File: src/rtl/fifo_beat_packer.sv
`default_nettype none
// ============================================================================
// Module   : fifo_beat_packer
// Purpose  : Pops narrow FIFO words and packs RATIO of them into one wide
//            beat on a registered valid/ready stream; flush closes a partial.
// Revision : 1.0 - initial release
// ============================================================================
module fifo_beat_packer #(
    parameter int WIDTH = 8,
    parameter int RATIO = 4
) (
    input  logic                       clk,
    input  logic                       rst,
    input  logic                       fifo_empty,
    input  logic [WIDTH-1:0]           fifo_data,
    output logic                       fifo_pop,
    input  logic                       flush,
    output logic                       out_valid,
    input  logic                       out_ready,
    output logic [WIDTH*RATIO-1:0]     out_data,
    output logic [$clog2(RATIO+1)-1:0] out_count,
    output logic                       out_last
);

    localparam int c_FILL_W  = $clog2(RATIO);
    localparam int c_COUNT_W = $clog2(RATIO+1);
    localparam logic [c_FILL_W-1:0] c_FILL_MAX = c_FILL_W'(RATIO-1);

    logic [WIDTH*RATIO-1:0] r_acc;
    logic [c_FILL_W-1:0]    r_fill;
    logic                   r_flush_pend;
    logic                   r_out_valid;
    logic [WIDTH*RATIO-1:0] r_out_data;
    logic [c_COUNT_W-1:0]   r_out_count;
    logic                   r_out_last;

    logic                   w_out_free;
    logic                   w_flush_req;
    logic                   w_last_slot;
    logic                   w_pop;
    logic [WIDTH*RATIO-1:0] w_acc_next;

    always_comb begin
        w_out_free  = !r_out_valid || out_ready;
        w_flush_req = flush || r_flush_pend;
        w_last_slot = (r_fill == c_FILL_MAX);
        // The last slot may only be filled when the output register can take the beat.
        w_pop       = !rst && !fifo_empty && !w_flush_req && (!w_last_slot || w_out_free);
        w_acc_next  = r_acc;
        for (int i = 0; i < RATIO; i++) begin
            if (r_fill == c_FILL_W'(i)) begin
                w_acc_next[i*WIDTH +: WIDTH] = fifo_data;
            end
        end
    end

    always_ff @(posedge clk or posedge rst) begin
        if (rst) begin
            r_acc        <= '0;
            r_fill       <= '0;
            r_flush_pend <= 1'b0;
            r_out_valid  <= 1'b0;
            r_out_data   <= '0;
            r_out_count  <= '0;
            r_out_last   <= 1'b0;
        end else begin
            // Acceptance drops valid unless a new beat loads below at the same edge.
            if (r_out_valid && out_ready) begin
                r_out_valid <= 1'b0;
            end
            if (w_pop) begin
                if (w_last_slot) begin
                    r_out_valid <= 1'b1;
                    r_out_data  <= w_acc_next;
                    r_out_count <= c_COUNT_W'(RATIO);
                    r_out_last  <= 1'b0;
                    r_acc       <= '0;
                    r_fill      <= '0;
                end else begin
                    r_acc  <= w_acc_next;
                    r_fill <= r_fill + c_FILL_W'(1);
                end
            end else if (w_flush_req) begin
                if (r_fill != '0) begin
                    if (w_out_free) begin
                        r_out_valid  <= 1'b1;
                        r_out_data   <= r_acc;
                        r_out_count  <= c_COUNT_W'(r_fill);
                        r_out_last   <= 1'b1;
                        r_acc        <= '0;
                        r_fill       <= '0;
                        r_flush_pend <= 1'b0;
                    end else begin
                        r_flush_pend <= 1'b1;
                    end
                end else begin
                    r_flush_pend <= 1'b0;
                end
            end
        end
    end

    assign fifo_pop  = w_pop;
    assign out_valid = r_out_valid;
    assign out_data  = r_out_data;
    assign out_count = r_out_count;
    assign out_last  = r_out_last;

endmodule
`default_nettype wire

File: config.mk
export PLATFORM = sky130hd
export DESIGN_NAME = fifo_beat_packer
export DESIGN_NICKNAME = d
export VERILOG_FILES = /design/src/rtl/fifo_beat_packer.sv
export SDC_FILE = /design/constraint.sdc
export NUM_CORES = 1
export LEC_CHECK = 0
export CAP_MARGIN = 20
export CORE_UTILIZATION = 35
export DETAILED_ROUTE_END_ITERATION = 12
export DONT_BUFFER_PORTS = 1
export PLACE_DENSITY = 0.49
export SYNTH_ARGS = -nofsm -noshare
export SYNTH_HDL_FRONTEND = slang
export SYNTH_SLANG_ARGS = --single-unit
File: constraint.sdc
create_clock -name clk -period 2.5 [get_ports clk]
set_input_delay 0.375 -clock clk [delete_from_list [all_inputs] [get_ports clk]]
set_output_delay 0.375 -clock clk [all_outputs]
set_load 0.005 [all_outputs]
==> results.env, run 1 <==
YOSYS_REGISTER_BITS=72
ANTENNA_FOUND_INITIAL=0
AVGROUTEDWIREPERCELL_UM=19.5
DIE_AREA_UM2=9370
POST_CTS.RESIZED_INSTANCES=0
PLACEDCELLCOUNT=398
CORE_AREA_UM2=8720
CP.BUFFERS_INVERTERS=3
CRIT_FAMILY='buffers and inverters'
PLACEMENT_ROWS=34
SWSHARE_PCT=33.1
PATH_CLK_SLEW_NS=0.08
FIN_SETUP_TNS_NS=0
VIA_PER_INST=5.39
WORST-PATH-MAX-FANOUT=20
DRIVE_ABOVE_1_SHARE_PCT=13.0
HOLD_VIOL_FINAL=0
GRT_MAX_DEGREE=50
CELLINTERNALPOWER_mW=2.72
PERIOD_SHARE_PCT=83.2
DETAILROUTE.WIRELENGTH.MET2_UM=3720
TRITONCTS='built'
IO-PIN-COUNT=51
REGISTER_AREA_SHARE_AFTER_SYNTHESIS_PCT=57.3
MOSTFREQUENTLAYOUTCELL='sky130_fd_sc_hd__dfrtp_1'
CRITPATHMOSTFREQUENTCELL='sky130_fd_sc_hd__buf_4'
MAX_CAP_VIOLATIONS=0
SLOWEST_STAGE='sky130_fd_sc_hd__dfrtp_1'
LAYOUT-AREA-OVERHEAD-VS-SYNTH_PCT=11.4
ROUTED_WL_UM=8080
MOSTFREQUENTLAYOUTCELLS='sky130_fd_sc_hd__dfrtp_1, sky130_fd_sc_hd__nand2_1, sky130_fd_sc_hd__nor3_1, sky130_fd_sc_hd__a31oi_1, sky130_fd_sc_hd__a22o_1'
DETAILROUTE.WIRELENGTH.MET3_UM=519
LAYOUT.CORE_UTILIZATION_PCT=40.2
OUTCOME='complete, no violations'
CRITICAL_PATH_CLASS='reg2reg'
POSTSYNTHAREAPERCELL_UM2=10.5
NETSWITCHINGPOWER_mW=1.35
PORT_BUFFERS=0
DETAIL_ROUTE.DRC_VIOLATIONS=0
GPL.FINAL_WEIGHTED_CONGESTION=0.731
SYNTH-EDFF-COUNT=0
DP_WORST_SETUP_SLACK_NS=0.449
WORST_SLEW_MARGIN_REL_PCT=65.1
WORST_SLEW_PIN_SLEW_NS=0.523
HOLD_WS_NS=0.165
SYNTH_FF_TYPE='sky130_fd_sc_hd__dfrtp_1'
FINAL_CELL_AREA_UM2=3500
FINAL_NETS=319
GRT_PASS1_WL_UM=13300
DIE_WIDTH_UM=96.8
POWER_mW=4.07
OVERFLOW=0
DRT-MET1-WL_UM=3770
PLACED_AREA_UM2=3260
NUM_VIAS=2238
SYNTHESIS.YOSYS.WARNINGS=0
CLOCK-ROOT-BUFFER='sky130_fd_sc_hd__clkbuf_8'
INITIAL_DRT_PASS_ITERATIONS=4
CTS_POST_SETUP_BUFFERS_INSERTED=0
POWER.COMBINATIONAL.FRACTION_PCT=27.0
WORSTPATHREQUIRED_NS=2.76
WORSTSETUPSTARTPOINTTYPE='flop'
POSTROUTEANTENNANETS=0
FMAX_MHz=481
TIMING.FINAL.WS_SETUP_NS=0.420
NUMCLOCKSINKS=72
POST_CTS_HOLD_BUFFER_COUNT=1
CP.ARRIVAL_NS=2.34
NUMBER_OF_STANDARD_CELLS_IN_THE_FINAL_LAYOUT_EXCLUDING_FILLERS=415
GRT_USAGE_PCT=18.6
SYNTH.LIB_CELLS_USED.DISTINCT=32
SYNTHESIS.INSTANCES=300
EFFECTIVE_UTILIZATION_AT_FLOORPLAN_PCT=36.1
DETAIL_ROUTE.ITER0.VIOLATIONS=114
RSZ0062_AT_GRT='false'
DETAILEDPLACEMENTHPWL_UM=5250
POWER_LEAKAGE_nW=1.50
SYNTH_ASYNC_SR_FLOP_SHARE_PCT=100
TRITONCTS.NUM_BUFFERS=9
DIE_Y_UM=96.8
CRITICAL_PATH.MAX_STAGE_DELAY_NS=0.39
SETUP_VIOL=0
ANTENNA-DIODE-COUNT=0
CLKPWRFRAC_PCT=25.7
CTS.PATH.MAX_BUFFERS=2
FIRST_GLOBAL_VIAS=2326
POWER.SEQUENTIAL.FRACTION_PCT=47.3
FINAL_PERIOD_MINUS_WORST_SETUP_SLACK_NS=2.08
CRIT_CHAIN='inv_1, ha_1, o21bai_1, nor2b_2, buf_4, nand2b_1, buf_4, mux2i_1'
SYNTH_FP_NETS=317
PWR_DENSITY_CELL_nW_PER_UM2=1160
CTS-HTREE-LEVELS=3
WORST_IR_DROP_VDD_mV=0.498
TOP_SIGNAL_LAYER_USED='met4'
TIMING.FINAL.MAX_SLEW_VIOLATIONS=0
CRITPATHCAPTURETYPE='flop'
SYN-CELL-AREA_UM2=3140
WORSTHOLDPATHTYPE='in2reg'
TIMING.CLOCK.SKEW_NS=0.00935
WORSTSKEWPAIRLATENCY_NS=0.34
-- routing by layer --
metal	vias to the layer above	global-route usage, %
li1	1070	-
met1	1103	25.3
met2	60	27.8
met3	5	7.08
met4	0	5.28
met5	-	0
-- flip-flops by register name, indices dropped and copies added, names as in the netlist --
name,count
out_count,3
out_data,32
out_last,1
out_valid,1
r_acc,32
r_fill,2
r_flush_pend,1
-- path summary, 6_finish.rpt --
check | depth (start not counted) | to | slack (ns) | startpoint
setup / recovery | 8 | out_count[1]$_DFFE_PP0P_ | 0.42 | r_fill[0]$_DFFE_PP0P_
max in group asynchronous | 3 | out_data[19]$_DFFE_PP0P_ | 1.33 | rst
hold / removal | 1 | r_acc[11]$_DFFE_PP0P_ | 0.17 | fifo_data[3]
min in group asynchronous | 2 | out_last$_DFFE_PP0P_ | 0.53 | rst
setup reg to reg | 8 | out_count[1]$_DFFE_PP0P_ | 0.42 | r_fill[0]$_DFFE_PP0P_
hold reg to reg | 1 | r_acc[31]$_DFFE_PP0P_ | 0.49 | r_acc[31]$_DFFE_PP0P_
-- synthesized netlist by cell type, types with 3 or more instances --
cell type                  number  area [um^2]
sky130_fd_sc_hd__a21oi_2        3         26.3
sky130_fd_sc_hd__a22o_1        24          210
sky130_fd_sc_hd__a31oi_1       32          200
sky130_fd_sc_hd__and2_1        11         68.8
sky130_fd_sc_hd__and3_1         4         25.0
sky130_fd_sc_hd__buf_2          8         40.0
sky130_fd_sc_hd__buf_4          7         52.6
sky130_fd_sc_hd__clkbuf_1       4         15.0
sky130_fd_sc_hd__dfrtp_1       72         1800
sky130_fd_sc_hd__ha_1           4         50.1
sky130_fd_sc_hd__inv_1          4         15.0
sky130_fd_sc_hd__nand2_1       65          244
sky130_fd_sc_hd__nand3_1        5         25.0
sky130_fd_sc_hd__nor2_1         3         11.3
sky130_fd_sc_hd__nor3_1        32          160
sky130_fd_sc_hd__or2_2          3         18.8
-- cell type report --
type,count,area (um^2)
fill,862,5220
sequential,72,1800
multi-input combinational,204,1210
clock buffer,11,151
tap,108,135
timing repair buffer,11,110
clock inverter,5,78.8
inverter,4,15.0
-- cell families (layout without fill, tap and decap cells) --
group                      Yosys count  in the layout  share of synthesized area (%)
and+or+nand+nor                    132            132                           20.7
adders and majority gates            4              4                           1.59
buffers and inverters               24             31                           4.26
AOI/OAI and AO/OA                   65             65                           15.1
muxes                                3              3                           1.03
DFF                                 72             72                           57.3
-- power by group through the flow --
stage,registers [mW],logic [mW],clock network (mW)
3_3_place_gp,1.95,1.10,0
6_report,1.92,1.10,1.05
5_1_grt,1.98,1.25,1.13
2_1_floorplan,1.86,0.905,0
3_5_place_dp,1.96,1.11,0
4_1_cts,1.94,1.12,1.08
Power figures use the tool's default switching activity.
==> inputs of run 2 (changes only) <==
Settings changed: PLACE_DENSITY 0.49 to 0.51.
Clock period 2.5 ns to 1.8 ns, I/O delays scaled along.
==> run 2 against run 1 <==
  * Setup slack worse by 0.40 ns
  * Sequential share of layout area down 2.3 points
  * Total power up 42%
  * Clock power up 25%
  * Combinational power up 62%
  * Non-clock buffer count up 17
  * Register-to-register slack worse by 0.34 ns
  * Core utilization up 1.9 points
  * Die area unchanged
  * Sequential power up 40%
  * Clock skew up 0.00088 ns
  * Count of clock-buffer cells in the layout up 2
  * Critical endpoint is now fifo_pop
==> results.env, run 2 (synthesis gave the netlist of run 1 again) <==
OUTCOME='complete, no violations'
POWER_LEAKAGE_nW=1.57
PLACED_AREA_UM2=3370
DIE_Y_UM=96.8
GRT_PASS1_WL_UM=13100
NUMCLOCKSINKS=72
ANTENNA_FOUND_INITIAL=0
EFFECTIVE_UTILIZATION_AT_FLOORPLAN_PCT=36.1
POWER.SEQUENTIAL.FRACTION_PCT=46.4
FINAL_PERIOD_MINUS_WORST_SETUP_SLACK_NS=1.78
PATH_CLK_SLEW_NS=0.08
PLACEDCELLCOUNT=410
DETAIL_ROUTE.ITER0.VIOLATIONS=113
POSTROUTEANTENNANETS=0
CRITICAL_PATH_CLASS='reg2out'
TIMING.FINAL.MAX_SLEW_VIOLATIONS=0
PWR_DENSITY_CELL_nW_PER_UM2=1570
AVGROUTEDWIREPERCELL_UM=18.8
FMAX_MHz=562
RSZ0062_AT_GRT='true'
INITIAL_DRT_PASS_ITERATIONS=4
FILLERS=811
DIE_AREA_UM2=9370
FINAL_NETS=336
POWER_mW=5.77
NETSWITCHINGPOWER_mW=1.95
GPL.FINAL_WEIGHTED_CONGESTION=0.831
MOSTFREQUENTLAYOUTCELLS='sky130_fd_sc_hd__dfrtp_1, sky130_fd_sc_hd__nand2_1, sky130_fd_sc_hd__nor3_1, sky130_fd_sc_hd__a31oi_1, sky130_fd_sc_hd__a22o_1'
HOLD_WS_NS=0.0602
IO-PIN-COUNT=51
MOSTFREQUENTLAYOUTCELL='sky130_fd_sc_hd__dfrtp_1'
SETUP_VIOL=0
PERIOD_SHARE_PCT=98.9
GRT_MAX_DEGREE=73
SWSHARE_PCT=33.8
GRT.BUSIEST_LAYER='met2'
CLOCK-ROOT-BUFFER='sky130_fd_sc_hd__clkbuf_8'
DP_WORST_SETUP_SLACK_NS=0.0200
WORSTSETUPSTARTPOINTTYPE='flop'
PLACEMENT_ROWS=34
DETAILEDPLACEMENTHPWL_UM=5300
OVERFLOW=0
SLOWEST_STAGE='sky130_fd_sc_hd__dfrtp_1'
MAX_CAP_VIOLATIONS=0
MET2_USAGE_PCT=26.4
GLOBAL_ROUTE.USAGE.MET3_PCT=5.42
CRITICAL_PATH.MAX_STAGE_DELAY_NS=0.40
LAYOUT.CORE_UTILIZATION_PCT=42.1
LAYOUT-AREA-OVERHEAD-VS-SYNTH_PCT=16.8
NUM_VIAS=2326
ANTENNA-DIODE-COUNT=0
FIN_SETUP_TNS_NS=0
WORSTSKEWPAIRLATENCY_NS=0.34
CRIT_CHAIN='buf_4, ha_4, and3b_2, nor2_8'
DETAIL_ROUTE.DRC_VIOLATIONS=0
HOLD_VIOL_FINAL=0
ROUTED_WL_UM=8130
TRITONCTS='built'
CELLINTERNALPOWER_mW=3.82
VIA_PER_INST=5.38
POWER.COMBINATIONAL.FRACTION_PCT=30.9
DIE_WIDTH_UM=96.8
WORST-PATH-MAX-FANOUT=7
WORST_SLEW_MARGIN_REL_PCT=72.8
CTS-HTREE-LEVELS=3
DRIVE_ABOVE_1_SHARE_PCT=19.1
FIRST_GLOBAL_VIAS=2380
CP.BUFFERS_INVERTERS=1
GRT_USAGE_PCT=18.5
CORE_AREA_UM2=8720
WORST_IR_DROP_VDD_mV=0.537
GRTUSAGEMET1_PCT=25.7
NUMBER_OF_STANDARD_CELLS_IN_THE_FINAL_LAYOUT_EXCLUDING_FILLERS=432
FINAL_CELL_AREA_UM2=3670
TIMING.CLOCK.SKEW_NS=0.0102
WORSTPATHREQUIRED_NS=1.53
CRIT_FAMILY='simple AND/OR/NAND/NOR gates'
CRITPATHCAPTURETYPE='primary output'
PORT_BUFFERS=0
WORST_SLEW_PIN_SLEW_NS=0.409
WORSTHOLDPATHTYPE='in2reg'
CP.ARRIVAL_NS=1.51
TRITONCTS.NUM_BUFFERS=9
CLKPWRFRAC_PCT=22.7
CTS.PATH.MAX_BUFFERS=2
TIMING.FINAL.WS_SETUP_NS=0.0204
==> run 2: changes by cell type in the layout (fill, tap and decap cells not counted), sizes merged <==
cell / delta
buf: +17
clkbuf: +2
bufinv: -1
clkinv: -1
clkinvlp: +1
inv: -1
==> run 2: path summary, 6_finish.rpt <==
kind	start	end	slack (ns)	cells past startpoint
max in group asynchronous	rst	r_fill[1]$_DFFE_PP0P_	0.99	3
min in group asynchronous	rst	r_acc[6]$_DFFE_PP0P_	0.52	3
min	fifo_data[0]	r_acc[0]$_DFFE_PP0P_	0.06	1
max reg2reg	r_fill[0]$_DFFE_PP0P_	r_acc[13]$_DFFE_PP0P_	0.08	6
min reg2reg	r_acc[24]$_DFFE_PP0P_	r_acc[24]$_DFFE_PP0P_	0.49	1
max	r_fill[0]$_DFFE_PP0P_	fifo_pop	0.02	4
==> run 2: timing repair <==
| action | 4_1_cts | 5_1_grt |
|---|---|---|
| resized for setup | 1 | 12 |
| setup endpoints to repair | 2 | 69 |
| pin swaps | 2 | 1 |
| hold buffers | 1 | 0 |
| hold endpoints to repair | 72 | 0 |
| buffers inserted | 0 | 5 |
==> run 2: routing by layer <==
metal  share of wire, %  wire length [um]
met2                 45              3640
met4                2.4               199
met3                4.6               373
met1                 48              3920
met5                  0                 0
==> run 2: power groups by stage <==
stage               clock network, mW  logic (mW)  registers (mW)
floorplan                           0        1.26            2.58
global placement                    0        1.62            2.70
detailed placement                  0        1.65            2.72
CTS                              1.34        1.66            2.69
global route                     1.43        2.02            2.76
finish                           1.31        1.78            2.68
==> run 2: cell type report <==
type / count / area [um^2] / area share [%]
Clock buffer: 13 / 159 / 4.33
Inverter: 4 / 18.8 / 0.511
Tap cell: 108 / 135 / 3.68
Clock inverter: 3 / 40.0 / 1.09
Timing Repair Buffer: 28 / 262 / 7.12
Multi-Input combinational cell: 204 / 1250 / 34.2
Sequential cell: 72 / 1800 / 49.1
